[config.mk]
export PLATFORM = sky130hd
export DESIGN_NAME = toggle_pulse_decoder
export DESIGN_NICKNAME = d
export VERILOG_FILES = /design/src/rtl/toggle_pulse_decoder.sv
export SDC_FILE = /design/constraint.sdc
export NUM_CORES = 1
export LEC_CHECK = 0
export CORE_MARGIN = 2
export CORE_UTILIZATION = 30
export CTS_BUF_LIST = sky130_fd_sc_hd__clkbuf_8
export DETAILED_ROUTE_END_ITERATION = 12
export PLACE_DENSITY_LB_ADDON = 0.12
export SYNTH_ARGS = -nofsm -noshare
export SYNTH_HDL_FRONTEND = slang
export SYNTH_SLANG_ARGS = --single-unit
[constraint.sdc]
create_clock -name clk -period 2.3 [get_ports clk]
set_clock_uncertainty 0.05 [all_clocks]
set_input_delay 0.46 -clock clk [delete_from_list [all_inputs] [get_ports clk]]
set_output_delay 0.46 -clock clk [all_outputs]
set_load 0.1 [all_outputs]
[src/rtl/toggle_pulse_decoder.sv]
// Receive side of toggle signalling: synchronises a sender's T_FF level and turns
// each transition into a one-cycle pulse, with pending/ack, sticky overrun and a saturating count.
//
// state | meaning
// PRIME | after reset: sync chain filling, prev tracks level, no events decoded
// RUN   | edge = level ^ prev, events decoded every cycle
module toggle_pulse_decoder #(
    parameter int SYNC_STAGES = 2,
    parameter int CNT_WIDTH   = 8
) (
    input  logic                 clk,
    input  logic                 reset,
    input  logic                 tog_in,
    input  logic                 ack,
    input  logic                 clr_cnt,
    input  logic                 clr_ovr,
    output logic                 pulse,
    output logic                 pending,
    output logic                 overrun,
    output logic                 level,
    output logic [CNT_WIDTH-1:0] evt_count
);

    localparam logic [0:0] ST_PRIME = 1'b0;
    localparam logic [0:0] ST_RUN   = 1'b1;

    localparam int                   PW         = $clog2(SYNC_STAGES + 1);
    localparam logic [PW-1:0]        PRIME_LOAD = PW'(SYNC_STAGES);
    localparam logic [CNT_WIDTH-1:0] CNT_MAX    = '1;

    logic [SYNC_STAGES-1:0] sync_q;
    logic                   prev_q;
    logic [0:0]             state_q;
    logic [PW-1:0]          prime_cnt;
    logic                   tog_edge;

    always_ff @(posedge clk or negedge reset) begin
        if (!reset) begin
            sync_q <= '0;
        end else begin
            sync_q <= {sync_q[SYNC_STAGES-2:0], tog_in};
        end
    end

    assign level    = sync_q[SYNC_STAGES-1];
    assign tog_edge = (state_q == ST_RUN) && (level ^ prev_q);

    // The sync chain restarts from 0 on reset, so PRIME stays until the chain has
    // refilled and prev has sampled the settled level; a level held at 1 through
    // reset then never reads as a transition.
    always_ff @(posedge clk or negedge reset) begin
        if (!reset) begin
            state_q   <= ST_PRIME;
            prime_cnt <= PRIME_LOAD;
            prev_q    <= 1'b0;
        end else begin
            prev_q <= level;
            case (state_q)
                ST_PRIME: begin
                    if (prime_cnt == '0) begin
                        state_q <= ST_RUN;
                    end else begin
                        prime_cnt <= prime_cnt - PW'(1);
                    end
                end
                default: state_q <= ST_RUN;
            endcase
        end
    end

    always_ff @(posedge clk or negedge reset) begin
        if (!reset) begin
            pulse     <= 1'b0;
            pending   <= 1'b0;
            overrun   <= 1'b0;
            evt_count <= '0;
        end else begin
            pulse <= tog_edge;

            if (tog_edge) begin
                pending <= 1'b1;
            end else if (ack) begin
                pending <= 1'b0;
            end

            // A new overrun beats a simultaneous clear so the event is not lost.
            if (tog_edge && pending && !ack) begin
                overrun <= 1'b1;
            end else if (clr_ovr) begin
                overrun <= 1'b0;
            end

            if (clr_cnt) begin
                evt_count <= tog_edge ? CNT_WIDTH'(1) : '0;
            end else if (tog_edge && (evt_count != CNT_MAX)) begin
                evt_count <= evt_count + CNT_WIDTH'(1);
            end
        end
    end

endmodule
# Word level (Yosys, flattened, before mapping)
# Cells that the tools add are included.
# word_totals
out_inout_bits	12
inputBits	6
reg_bits	17
wordCells	33
# op_classes
n_mux	9
n_reduce_logical	10
bitwise_logic	3
addsub	2
n_eq_ne	1
# ops
cell	n
8-bit 2-to-1 mux	2
8-bit by 1-bit adder with 8-bit output, second input constant	1
8-bit inequality test, second input constant	1
1-bit 2-to-1 mux	7
2-bit nonzero test	3
1-bit logical AND	4
2-bit zero test	1
1-bit inverter	2
2-bit AND reduction	1
2-bit by 1-bit subtractor with 2-bit output, second input constant	1
1-bit zero test	1
1-bit XOR	1

# Longest topological paths before layout
# Gate-level depths: netlist of the first run.
# logic_depth
ltp_word	5
ltp_mapped	6
depth_no_buf	5

# Least setup slack after synthesis of the first run
# Ideal clock, no wire load.
# synth_path
kind	register to register
startpoint	register evt_count[1]
endpoint	register evt_count[4]
required_ns	2.067
setup_ns	0.183
path_stages_with_launch	5
n_path_buf	0
path_slack_ns	0.215
synth_period_minus_slack_ns	2.085
t_arrival_ns	1.853
path_cell_list	dfrtp_1 > ha_1 > nand3_1 > a211oi_1 > a311oi_1
# synth_between
elab_chain_cells	3
elab_cells_between_ends	6
classes_between	add/sub (1); eq/ne (1); mux (2); reduce/logical (2)
# synth_rtl
element	line_no	source
from (decl)	21	output logic [CNT_WIDTH-1:0] evt_count
from (signal assigned)	94	evt_count <= tog_edge ? CNT_WIDTH'(1) : '0;
from (signal assigned)	96	evt_count <= evt_count + CNT_WIDTH'(1);
8-bit by 1-bit adder with 8-bit output / 8-bit inequality test (equally long branches)	96, 95	
8-bit 2-to-1 mux / 1-bit logical AND (equally long branches)	95	end else if (tog_edge && (evt_count != CNT_MAX)) begin
8-bit 2-to-1 mux / 2-bit nonzero test (equally long branches)	n/a	
# Parallel ways exist; a longest one is shown, timed or not. The select of a mux whose other input is x is not followed.
# A chain may end at the register's enable or synchronous reset.

# Worst setup path in the final report of the first run
# layout_path
startpoint	register evt_count[3]
endpoint	output port evt_count[3]
# No word-level cell between the ends.

==> flow_metrics.py, run 1 <==
metrics = {
    "logic_synthesis": {
        "synthCells": 76,
        "ys_ff_latch": 17,
        "synth-seq-area-share_pct": 53.3,
        "syn-num-nets": 84,
        "synth-edff-count": 0,
        "synth.area.top_cells": "dfrtp_1, a31oi_1, nand2b_1",
        "synth_top_area_share_pct": 50.0,
        "async_flop_share_pct": 100,
        "ys.flop_type": "dfrtp_1",
        "synth_cell_type_count": 29,
        "synth.yosys.warnings": 0,
        "yosys.area.top_type": "dfrtp_1",
        "syn_avg_cell_area_sq_um": 10.5,
        "syn_area_sq_um": 801,
    },
    "floorplanning": {
        "initial_core_util_pct": 32.0,
        "dieArea_sq_um": 3100,
        "fp.dieW_um": 55.7,
        "pin_count": 18,
        "rows": 18,
        "core_sq_um": 2500,
        "die_h_um": 55.7,
    },
    "global_route": {
        "grt_max_degree": 18,
        "antenna_found_initial": 0,
        "grt_pass1_wl_um": 2790,
        "overflow": 0,
        "grt_usage_pct": 11.6,
        "grt_pass1_vias": 613,
    },
    "layout": {
        "multi_input_area_sq_um": 339,
        "stdcell_area_sq_um": 1020,
        "area_growth_pct": 27.2,
        "layout-drive-gt1-share_pct": 20.0,
        "final_net_count": 104,
        "final_cells": 125,
        "nFillCells": 259,
        "n_antenna_cell": 0,
        "final-seq-area_sq_um": 427,
    },
    "placed_design": {
        "io_buffers": 17,
        "place_ws_ns": 0.625,
        "place_area_sq_um": 973,
        "dpl.hpwl_um": 1170,
        "gp_congestion": 0.763,
        "dp.cells": 121,
    },
    "clocking": {
        "cts_buffers": 3,
        "root_buffer": "clkbuf_8",
        "htree_levels": 1,
        "cts_setup_buffers": 0,
        "postCtsHoldBufs": 0,
        "clock-sinks": 17,
        "cts_buffer_depth": 2,
        "clkTransAtPathRegs_ns": 0.06,
        "clock_latency_ns": 0.25,
        "post_cts_resize_count": 0,
        "cts_tree": "built",
    },
    "power_and_ir_drop": {
        "switchingPower_mw": 0.255,
        "sw_frac_of_total_pct": 34.8,
        "power_mw": 0.732,
        "seq_power_share_pct": 45.1,
        "p_comb_share_pct": 25.2,
        "power_density_nw_per_um2": 718,
        "ir_drop_mv": 0.575,
        "clkPwrFrac_pct": 29.7,
        "intPower_mw": 0.477,
        "leakagePower_nw": 0.437,
    },
    "routing": {
        "vias": 635,
        "vias_per_cell": 5.08,
        "drt-initial-drc-count": 15,
        "drc_errors": 0,
        "dr.pass1.iters": 4,
        "avgRoutedWirePerCell_um": 12.6,
        "ant_nets": 0,
        "drt-total-wl_um": 1580,
    },
    "setup_path": {
        "crit_type": "flip-flop to output pin",
        "endpoint_kind": "output pin",
        "worstPathCellList": "buf_4",
        "worstPathArrival_ns": 1.08,
        "cp_num_buf_inv": 1,
        "start_kind": "flip-flop",
        "path_max_fanout": 9,
        "crit_required_ns": 1.79,
        "slowest_stage": "dfrtp_1",
        "critPathTopFamily": "flip-flops",
        "max_stage_delay_ns": 0.48,
    },
    "run": {
        "cap_violations": 0,
    },
    "outcome": {
        "status": "finished clean",
    },
    "sta": {
        "fin_crit_ns": 1.59,
        "setup_tns_ns": 0,
        "fin_ws_ns": 0.708,
        "slew_viol_final": 0,
        "maxClockFrequency_ghz": 0.628,
        "setup_viol": 0,
        "hold_viol": 0,
        "period_share_pct": 69.2,
        "slew_headroom_pct": 72.7,
        "worstMarginPinSlew_ns": 0.406,
        "rsz0062_at_grt": "no",
    },
    "min_path": {
        "hold_path_class": "flip-flop to flip-flop",
    },
}
-- state kept, by name, summed over array words and instances, names as in the netlist --
signal / cells
evt_count: 8
prime_cnt: 2
sync_q: 2
overrun: 1
pending: 1
prev_q: 1
pulse: 1
state_q: 1
-- path summary, 6_finish.rpt --
path,from,end,slack (ns),depth (start not counted)
min in group asynchronous,reset,sync_q[1],0.48,2
worst max-delay path,evt_count[3],evt_count[3],0.71,1
worst min register to register,sync_q[0],sync_q[1],0.30,0
worst max register to register,evt_count[0],evt_count[4],0.78,4
max in group asynchronous,reset,prime_cnt[1],1.47,2
worst min-delay path,sync_q[0],sync_q[1],0.30,0
-- final cells by class --
class | instances | share of cell area [%]
inverters | 6 | 2.21
clock inverters | 1 | 0.369
flip-flops and latches | 17 | 41.9
multi-input cells | 50 | 33.3
clock buffers | 3 | 4.05
well taps | 30 | 3.69
repair buffers | 18 | 14.5
-- synth_stat cells, types with 2 or more instances --
master	n
dfrtp_1	16
inv_1	6
a31oi_1	5
nand2_1	5
nand2b_1	5
a211oi_1	3
and3_1	3
nand3_1	3
nor3_1	3
a311oi_1	2
and4_1	2
ha_1	2
nand4_1	2
nor4_1	2
o22ai_1	2
xnor2_1	2
-- kinds of logic after synthesis --
logic type | share of synthesized area, %
AND/OR/NAND/NOR | 19.7
flip-flops | 53.3
AO/OA/AOI/OAI | 14.1
buffers and inverters | 4.37
XOR/XNOR | 4.22
adder cells (fa/ha/maj) | 3.12
multiplexers | 1.25
-- layer usage --
layer  part of all wire [%]  wire [um]  global-route usage [%]  vias to the layer above
li1                       -          -                       -                      314
met1                     45        703                    14.8                      302
met2                     47        743                    17.2                       17
met3                    6.6        105                    5.35                        2
met4                    1.7         27                    4.18                        0
met5                      0          0                       0                        -
-- placed cells by master (no fill, tap or decap), drive strengths merged, types with 2 or more instances in the layout --
cell type / n
inv: 7
clkdlybuf4s50: 5
and4: 2
nand4: 2
nand2b: 5
ha: 2
nand3: 3
a211oi: 3
buf: 13
and3: 3
nor3: 3
dfrtp: 16
xnor2: 2
a311oi: 2
clkbuf: 3
a31oi: 5
nand2: 5
o22ai: 2
nor4: 2
-- through the flow --
stage | hold WS (ns) | utilization [%]
detailed placement | 0.287 | 38.9
finish | 0.299 | 40.7
CTS | 0.302 | 40.7
global route | 0.310 | 40.7
global placement | 0.285 | 38.9
floorplan | 0.114 | -
-- power by group through the flow --
| stage | logic (mW) | clock network [mW] | registers, mW |
|---|---|---|---|
| after floorplan | 0.0349 | 0 | 0.436 |
| after global placement | 0.186 | 0 | 0.335 |
| after detailed placement | 0.186 | 0 | 0.336 |
| after CTS | 0.187 | 0.230 | 0.330 |
| after global routing | 0.193 | 0.243 | 0.333 |
| final | 0.184 | 0.218 | 0.330 |
Power figures use the tool's default switching activity.
==> run 2: changes to the inputs <==
Clock period 2.3 ns to 1.6 ns, I/O delays scaled along.
==> flow_metrics.py, run 2 (synthesis gave the netlist of run 1 again) <==
metrics = {
    "routing": {
        "drt-initial-drc-count": 13,
        "vias_per_cell": 5.16,
        "drc_errors": 0,
        "drt-total-wl_um": 1620,
        "avgRoutedWirePerCell_um": 12.8,
        "ant_nets": 0,
        "dr.pass1.iters": 4,
        "vias": 655,
    },
    "setup_path": {
        "r2r-start": "evt_count[1]",
        "path_max_fanout": 7,
        "crit_required_ns": 1.71,
        "r2r_end": "evt_count[0]",
        "worstPathArrival_ns": 1.55,
        "r2r_slack_ns": 0.16,
        "start_kind": "flip-flop",
        "endpoint_kind": "flip-flop",
        "reg2reg_depth": 4,
        "crit_type": "flip-flop to flip-flop",
    },
    "clocking": {
        "cts_setup_buffers": 0,
        "clkTransAtPathRegs_ns": 0.06,
        "root_buffer": "clkbuf_8",
        "htree_levels": 1,
        "cts_buffer_depth": 2,
        "clock-sinks": 17,
        "postCtsHoldBufs": 0,
        "clock_latency_ns": 0.25,
        "post_cts_resize_count": 0,
        "cts_tree": "built",
        "cts_buffers": 3,
    },
    "floorplanning": {
        "pin_count": 18,
        "initial_core_util_pct": 32.0,
        "core_sq_um": 2500,
        "dieArea_sq_um": 3100,
        "fp.dieW_um": 55.7,
        "rows": 18,
        "die_h_um": 55.7,
    },
    "sta": {
        "worstMarginPinSlew_ns": 0.432,
        "maxClockFrequency_ghz": 0.695,
        "setup_viol": 0,
        "setup_tns_ns": 0,
        "slew_viol_final": 0,
        "hold_slack_ns": 0.303,
        "fin_crit_ns": 1.44,
        "slew_headroom_pct": 71.0,
        "rsz0062_at_grt": "no",
        "hold_viol": 0,
        "period_share_pct": 90.0,
    },
    "placed_design": {
        "dpl.hpwl_um": 1240,
        "dp.cells": 123,
        "gp_congestion": 0.852,
        "io_buffers": 17,
    },
    "outcome": {
        "status": "finished clean",
    },
    "min_path": {
        "whs_path_depth": 0,
        "hold_end": "sync_q[1]",
        "min-delay-start": "sync_q[0]",
        "hold_path_class": "flip-flop to flip-flop",
    },
    "layout": {
        "max_flop_register": "evt_count",
        "final_net_count": 106,
        "n_antenna_cell": 0,
        "final_cells": 127,
        "final_cell_mix": "buf_12, inv_1, dfrtp_2, dfrtp_1",
        "area_growth_pct": 50.2,
        "final_common_cell": "buf_12",
        "utilization_pct": 48.1,
        "layout-drive-gt1-share_pct": 32.0,
        "largestRegisters": "evt_count (8), prime_cnt (2), sync_q (2)",
        "largest_register_ffs": 8,
    },
    "global_route": {
        "grt_max_degree": 18,
        "grt_pass1_vias": 602,
        "overflow": 0,
        "grt_pass1_wl_um": 2760,
        "grt_usage_pct": 11.4,
        "antenna_found_initial": 0,
    },
    "power_and_ir_drop": {
        "power_mw": 1.12,
        "leakagePower_nw": 0.473,
        "ir_drop_mv": 0.709,
        "power_density_nw_per_um2": 934,
    },
    "run": {
        "cap_violations": 0,
    },
}
-- run 2: worst max-delay path, cell delays in order, from the launching register on --
cell and delay (ns):
dfrtp_4 0.45, ha_2 0.24, nand2_1 0.09, o311a_1 0.33, o22ai_1 0.20
-- run 2: per-layer routing --
layer | share of wire (%) | GRT usage, % | vias to the layer above
met1 | 45 | 13.5 | 311
met4 | 1.1 | 4.18 | 0
met5 | 0 | 0 | -
li1 | - | - | 324
met3 | 5.2 | 5.12 | 5
met2 | 49 | 18.2 | 15
-- run 2: layout make-up --
| type | instances | area (sq um) |
|---|---|---|
| clock buffers | 3 | 41.3 |
| clock inverters | 1 | 3.75 |
| fillers | 226 | 1300 |
| inverters | 6 | 22.5 |
| multi-input cells | 50 | 342 |
| flip-flops and latches | 17 | 443 |
| well taps | 30 | 37.5 |
| repair buffers | 20 | 313 |
-- run 2: report_power, final --
part | switching, mW | internal, mW | total, mW
Combinational | 0.206 | 0.120 | 0.326
Sequential | 0.0324 | 0.459 | 0.491
Clock | 0.136 | 0.170 | 0.306
Total | 0.375 | 0.748 | 1.12
-- run 2: worst max-delay path by stage --
stage | startpoint | end | slack (ns)
final | evt_count[1] | evt_count[0] | 0.16
after global routing | evt_count[0] | evt_count[0] | 0.11
after CTS | evt_count[1] | evt_count[0] | 0.17
after detailed placement | evt_count[1] | evt_count[0] | 0.19
after global placement | clr_cnt | evt_count[0] | 0.16
after floorplan | evt_count[1] | evt_count[4] | -0.009
-- run 2: stage by stage --
stage,setup slack [ns],area (sq um)
after detailed placement,0.186,1160
after CTS,0.171,1200
final,0.160,1200
after global routing,0.108,1200
after floorplan,-0.00909,820
after global placement,0.158,1160
==> RTL edit 1, RTL diff (settings of run 2) <==
Make the reset (`reset`) synchronous in 3 clocked blocks.
--- a/src/rtl/toggle_pulse_decoder.sv
+++ b/src/rtl/toggle_pulse_decoder.sv
@@ -34,7 +34,7 @@
     logic [PW-1:0]          prime_cnt;
     logic                   tog_edge;
 
-    always_ff @(posedge clk or negedge reset) begin
+    always_ff @(posedge clk) begin
         if (!reset) begin
             sync_q <= '0;
         end else begin
@@ -48,7 +48,7 @@
     // The sync chain restarts from 0 on reset, so PRIME stays until the chain has
     // refilled and prev has sampled the settled level; a level held at 1 through
     // reset then never reads as a transition.
-    always_ff @(posedge clk or negedge reset) begin
+    always_ff @(posedge clk) begin
         if (!reset) begin
             state_q   <= ST_PRIME;
             prime_cnt <= PRIME_LOAD;
@@ -68,7 +68,7 @@
         end
     end
 
-    always_ff @(posedge clk or negedge reset) begin
+    always_ff @(posedge clk) begin
         if (!reset) begin
             pulse     <= 1'b0;
             pending   <= 1'b0;
Formal check against the unedited RTL: differs if reset is asserted again (counterexample within 4 cycles, from zero or initial values and one cycle with reset low); with reset held inactive, the same outputs for 10 cycles.
==> RTL edit 1 against run 2 <==
  * Sequential cell count did not move
  * Power shrank 13%
  * Die area decreased by 6.2%
  * Core utilization rose by 1.1 points
  * Count of clock-buffer cells in the layout unchanged
  * Global-route usage up 2.0 points
  * Wire length shrank 3.8%
  * Synthesized area down 6.7%
  * Worst setup slack worse by 78 ps
  * First-iteration DRC count increased by 23%
  * Cell area is 1.5% lower
  * Largest cell class is now multi-input gates
==> RTL edit 1: results (changes against run 2) <==
sequential area share after synthesis = 45.6% (was 53.3%)
fillcell total = 232 (was 226)
via count = 661 (was 655)
GRT met3 Usage = 3.33% (was 5.12%)
drt via density = 4.97 (was 5.16)
Synth area leaders = dfxtp_1, and2_1, ha_1, and4_4, a21oi_1 (was dfrtp_1, a31oi_1, nand2b_1, dfstp_2, ha_1)
clk root buf = clkbuf_8 (unchanged)
Placement Setup Slack = 69.0 ps (was 186 ps)
Pleak = 0.446 nW (was 0.473 nW)
met3 wire len = 37 um (was 84 um)
final net count = 112 (was 106)
Worst Hold End = sync_q[1]$_SDFF_PN0_ (was sync_q[1]$_DFF_PN0_)
met1 Usage GRT = 16.3% (was 13.5%)
Slowest-stage cell, CP = or4_1 (was dfrtp_4)
placed cell areas = 1130 um^2 (was 1160 um^2)
number of global-route vias before repair = 651 (was 602)
CP top delay family = simple AND/OR/NAND/NOR gates (was compound AO/OA/AOI/OAI gates)
largest net degree at the start of global routing = 11 (was 18)
DRT iter0 DRCs = 16 (was 13)
Detailed Place HPWL = 1.25 mm (was 1.24 mm)
first-pass GRT wire length = 2.79 mm (was 2.76 mm)
GR met2 Demand/Resource = 22.6% (was 18.2%)
Crit path largest cell delay = 480 ps (was 450 ps)
XOR/XNOR Fraction of Synth Area = 2.35% (was 4.22%)
Netlist cell types = 34 (was 29)
port bufs = 17 (unchanged)
Worst Hold Depth = 1 (was 0)
Slew @ Worst Pin = 347 ps (was 432 ps)
Int Pwr = 0.713 mW (was 0.748 mW)
f_max = 0.659 GHz (was 0.695 GHz)
GPL Wtd Cong = 0.756 (was 0.852)
dominant synthesized flop cell = dfxtp_1 (was dfrtp_1)
Critical R2R Launch = evt_count[5]$_SDFFE_PN0P_ (was evt_count[1]$_DFFE_PN0P_)
Max rail drop VDD = 0.000736 V (was 0.000709 V)
startpoint of the worst hold path = sync_q[0]$_SDFF_PN0_ (was sync_q[0]$_DFF_PN0_)
multiplexer area fraction after synthesis = 1.34% (was 1.25%)
Commonest cells post-synth = dfxtp_1, and2_1, a21oi_1, inv_1, nand2_1 (was dfrtp_1, inv_1, a31oi_1, nand2_1, nand2b_1)
Routed Wire Length = 1.56 mm (was 1.62 mm)
Crit Path Max Fanout = 8 (was 7)
status = finished clean (unchanged)
Hold WS = 409 ps (was 303 ps)
placed cell count = 129 (was 123)
Crit path arrival time = 1640 ps (was 1550 ps)
Final ANT Viol Nets = 0 (unchanged)
endpoint of the worst register-to-register path = evt_count[7]$_SDFFE_PN0P_ (was evt_count[0]$_DFFE_PN0P_)
post-synthesis adder-cell area fraction = 3.35% (was 3.13%)
M1 wire length = 716 um (was 724 um)
compound-gate portion of the synthesized area = 16.1% (was 14.1%)
overall routing resource usage = 13.4% (was 11.4%)
layout cells sized above 1 = 33.0% (was 32.0%)
post-synthesis area per instance = 9.34 um^2 (was 10.5 um^2)
flop2flop setup slack = 80 ps (was 160 ps)
post-synth net total = 88 (was 84)
asr flop ratio synth = 0% (was 100%)
hold crit path type = register to register (unchanged)
==> RTL edit 1: changes by cell type after synthesis, sizes merged, moves of 3 or more <==
cell | before | now
a21oi | 1 | 4
dfxtp | 0 | 17
and2 | 0 | 6
dfrtp | 16 | 0
a31oi | 5 | 2
==> RTL edit 1: cell type report <==
class | count | area [um^2] | area share (%)
Multi-Input combinational cell | 56 | 390 | 32.9
Inverter | 4 | 15.0 | 1.27
Tap cell | 30 | 37.5 | 3.17
Clock buffer | 3 | 41.3 | 3.48
Timing Repair Buffer | 22 | 328 | 27.7
Clock inverter | 1 | 3.75 | 0.317
Sequential cell | 17 | 369 | 31.2
==> RTL edit 1: power groups by stage <==
| stage | Clock (mW) | Sequential (mW) | Combinational, mW |
|---|---|---|---|
| final | 0.303 | 0.477 | 0.193 |
| after global routing | 0.338 | 0.480 | 0.219 |
| after CTS | 0.317 | 0.476 | 0.196 |
| after detailed placement | 0 | 0.485 | 0.197 |
| after global placement | 0 | 0.483 | 0.188 |
| after floorplan | 0 | 0.508 | 0.106 |
==> RTL edit 1: worst max path at each step <==
stage / startpoint / endpoint
6_report: evt_count[5]$_SDFFE_PN0P_ / evt_count[7]$_SDFFE_PN0P_
5_1_grt: evt_count[5]$_SDFFE_PN0P_ / evt_count[7]$_SDFFE_PN0P_
4_1_cts: evt_count[5]$_SDFFE_PN0P_ / evt_count[7]$_SDFFE_PN0P_
3_5_place_dp: clr_cnt / evt_count[2]$_SDFFE_PN0P_
3_3_place_gp: clr_cnt / evt_count[2]$_SDFFE_PN0P_
2_1_floorplan: sync_q[1]$_SDFF_PN0_ / evt_count[7]$_SDFFE_PN0P_
==> RTL edit 1: worst reg2reg max path: stages, from the launching register on <==
cell,delay [ps]
dfxtp_4,360
and4_4,210
and4_4,220
or4_1,480
a21oi_2,120
==> RTL edit 2, RTL diff (settings of run 2) <==
Without the edit above. Set the parameter `CNT_WIDTH` to 7 (it was 8).
--- a/src/rtl/toggle_pulse_decoder.sv
+++ b/src/rtl/toggle_pulse_decoder.sv
@@ -6,7 +6,7 @@
 // RUN   | edge = level ^ prev, events decoded every cycle
 module toggle_pulse_decoder #(
     parameter int SYNC_STAGES = 2,
-    parameter int CNT_WIDTH   = 8
+    parameter int CNT_WIDTH   = 7
 ) (
     input  logic                 clk,
     input  logic                 reset,
Ports: changed (resized evt_count); port bits go from 18 to 17. The function was not compared with the original's and may differ.
==> RTL edit 2 against run 2 <==
  * Worst setup slack lost 62 ps
  * Final cell count down 4.7%
  * Sequential cell count fell by 1
  * Wire length is 8.8% lower
  * Power rose by 9.0%
  * Cell area is 0.62% higher
  * Synthesized area shrank 3.4%
  * Largest cell class unchanged
==> RTL edit 2: results (changes against run 2) <==
Crit Path Max Fanout = 5 (was 7)
Crit path largest cell delay = 490 ps (was 450 ps)
sequential area share after synthesis = 51.9% (was 53.3%)
Max rail drop VDD = 0.000553 V (was 0.000709 V)
layout cells sized above 1 = 45.1% (was 32.0%)
post-synth net total = 75 (was 84)
Commonest cells post-synth = dfrtp_1, inv_1, nand2_1, nand2b_1, nor2_1 (was dfrtp_1, inv_1, a31oi_1, nand2_1, nand2b_1)
number of global-route vias before repair = 569 (was 602)
placed cell areas = 1150 um^2 (was 1160 um^2)
Detailed Place HPWL = 1.11 mm (was 1.24 mm)
Crit path arrival time = 1600 ps (was 1550 ps)
DR pass1 iterations = 2 (was 4)
DR WL/cell = 12.2 um (was 12.8 um)
multiplexer area fraction after synthesis = 3.24% (was 1.25%)
via count = 593 (was 655)
XOR/XNOR Fraction of Synth Area = 5.34% (was 4.22%)
CP top delay family = flip-flops (was compound AO/OA/AOI/OAI gates)
GPL Wtd Cong = 0.828 (was 0.852)
Slew @ Worst Pin = 334 ps (was 432 ps)
Netlist cell types = 35 (was 29)
overall routing resource usage = 11.9% (was 11.4%)
biggest regs = evt_count x7, prime_cnt x2, sync_q x2 (was evt_count x8, prime_cnt x2, sync_q x2)
Pleak = 0.508 nW (was 0.473 nW)
port bufs = 16 (was 17)
status = finished clean (unchanged)
largest family of logic cells by synthesized area = compound AO/OA/AOI/OAI gates (was simple AND/OR/NAND/NOR gates)
[RTL edit 2: worst paths after layout]
kind | end | depth (start not counted) | slack [ps] | startpoint
setup / recovery | evt_count[3]$_DFFE_PN0P_ | 4 | 100 | evt_count[1]$_DFFE_PN0P_
hold / removal | sync_q[1]$_DFF_PN0_ | 0 | 300 | sync_q[0]$_DFF_PN0_
setup reg to reg | evt_count[3]$_DFFE_PN0P_ | 4 | 100 | evt_count[1]$_DFFE_PN0P_
hold reg to reg | sync_q[1]$_DFF_PN0_ | 0 | 300 | sync_q[0]$_DFF_PN0_
max in group asynchronous | prime_cnt[1]$_DFFE_PN1P_ | 2 | 920 | reset
min in group asynchronous | evt_count[5]$_DFFE_PN0P_ | 2 | 330 | reset
[RTL edit 2: stage by stage]
| step | hold slack, ps | std cells | utilization, % | setup slack, ps |
|---|---|---|---|---|
| global route | 320 | 121 | 49.3 | 13.9 |
| floorplan | -25.6 | 67 | - | -97.7 |
| CTS | 303 | 121 | 49.3 | 90.7 |
| finish | 299 | 121 | 49.3 | 98.4 |
| detailed placement | 289 | 117 | 47.0 | 105 |
| global placement | 285 | 117 | 47.0 | 114 |
[RTL edit 2: final cells by class]
class | count | area (um^2)
Fill cell | 222 | 1240
Sequential cell | 16 | 424
Multi-Input combinational cell | 41 | 340
Timing Repair Buffer | 24 | 330
Clock buffer | 4 | 55.1
Tap cell | 30 | 37.5
Inverter | 6 | 22.5
[RTL edit 2: cells by family after synthesis]
kind of cell | Yosys count
XOR/XNOR | 3
adder cells (fa/ha/maj) | 2
AO/OA/AOI/OAI | 15
AND/OR/NAND/NOR | 19
multiplexers | 2
buffers and inverters | 10
flip-flops | 16
[RTL edit 2: routing by layer]
| metal | global-route usage [%] | vias up | wire, um |
|---|---|---|---|
| li1 | - | 284 | - |
| met1 | 15.6 | 287 | 685 |
| met2 | 17.5 | 17 | 698 |
| met3 | 2.46 | 5 | 59 |
| met4 | 8.33 | 0 | 36 |
| met5 | 0 | - | 0 |
[RTL edit 2: power breakdown]
part	internal [mW]	switching, mW	total [mW]
Sequential	0.437	0.0245	0.462
Combinational	0.152	0.245	0.397
Clock	0.218	0.147	0.366
Total	0.808	0.417	1.22
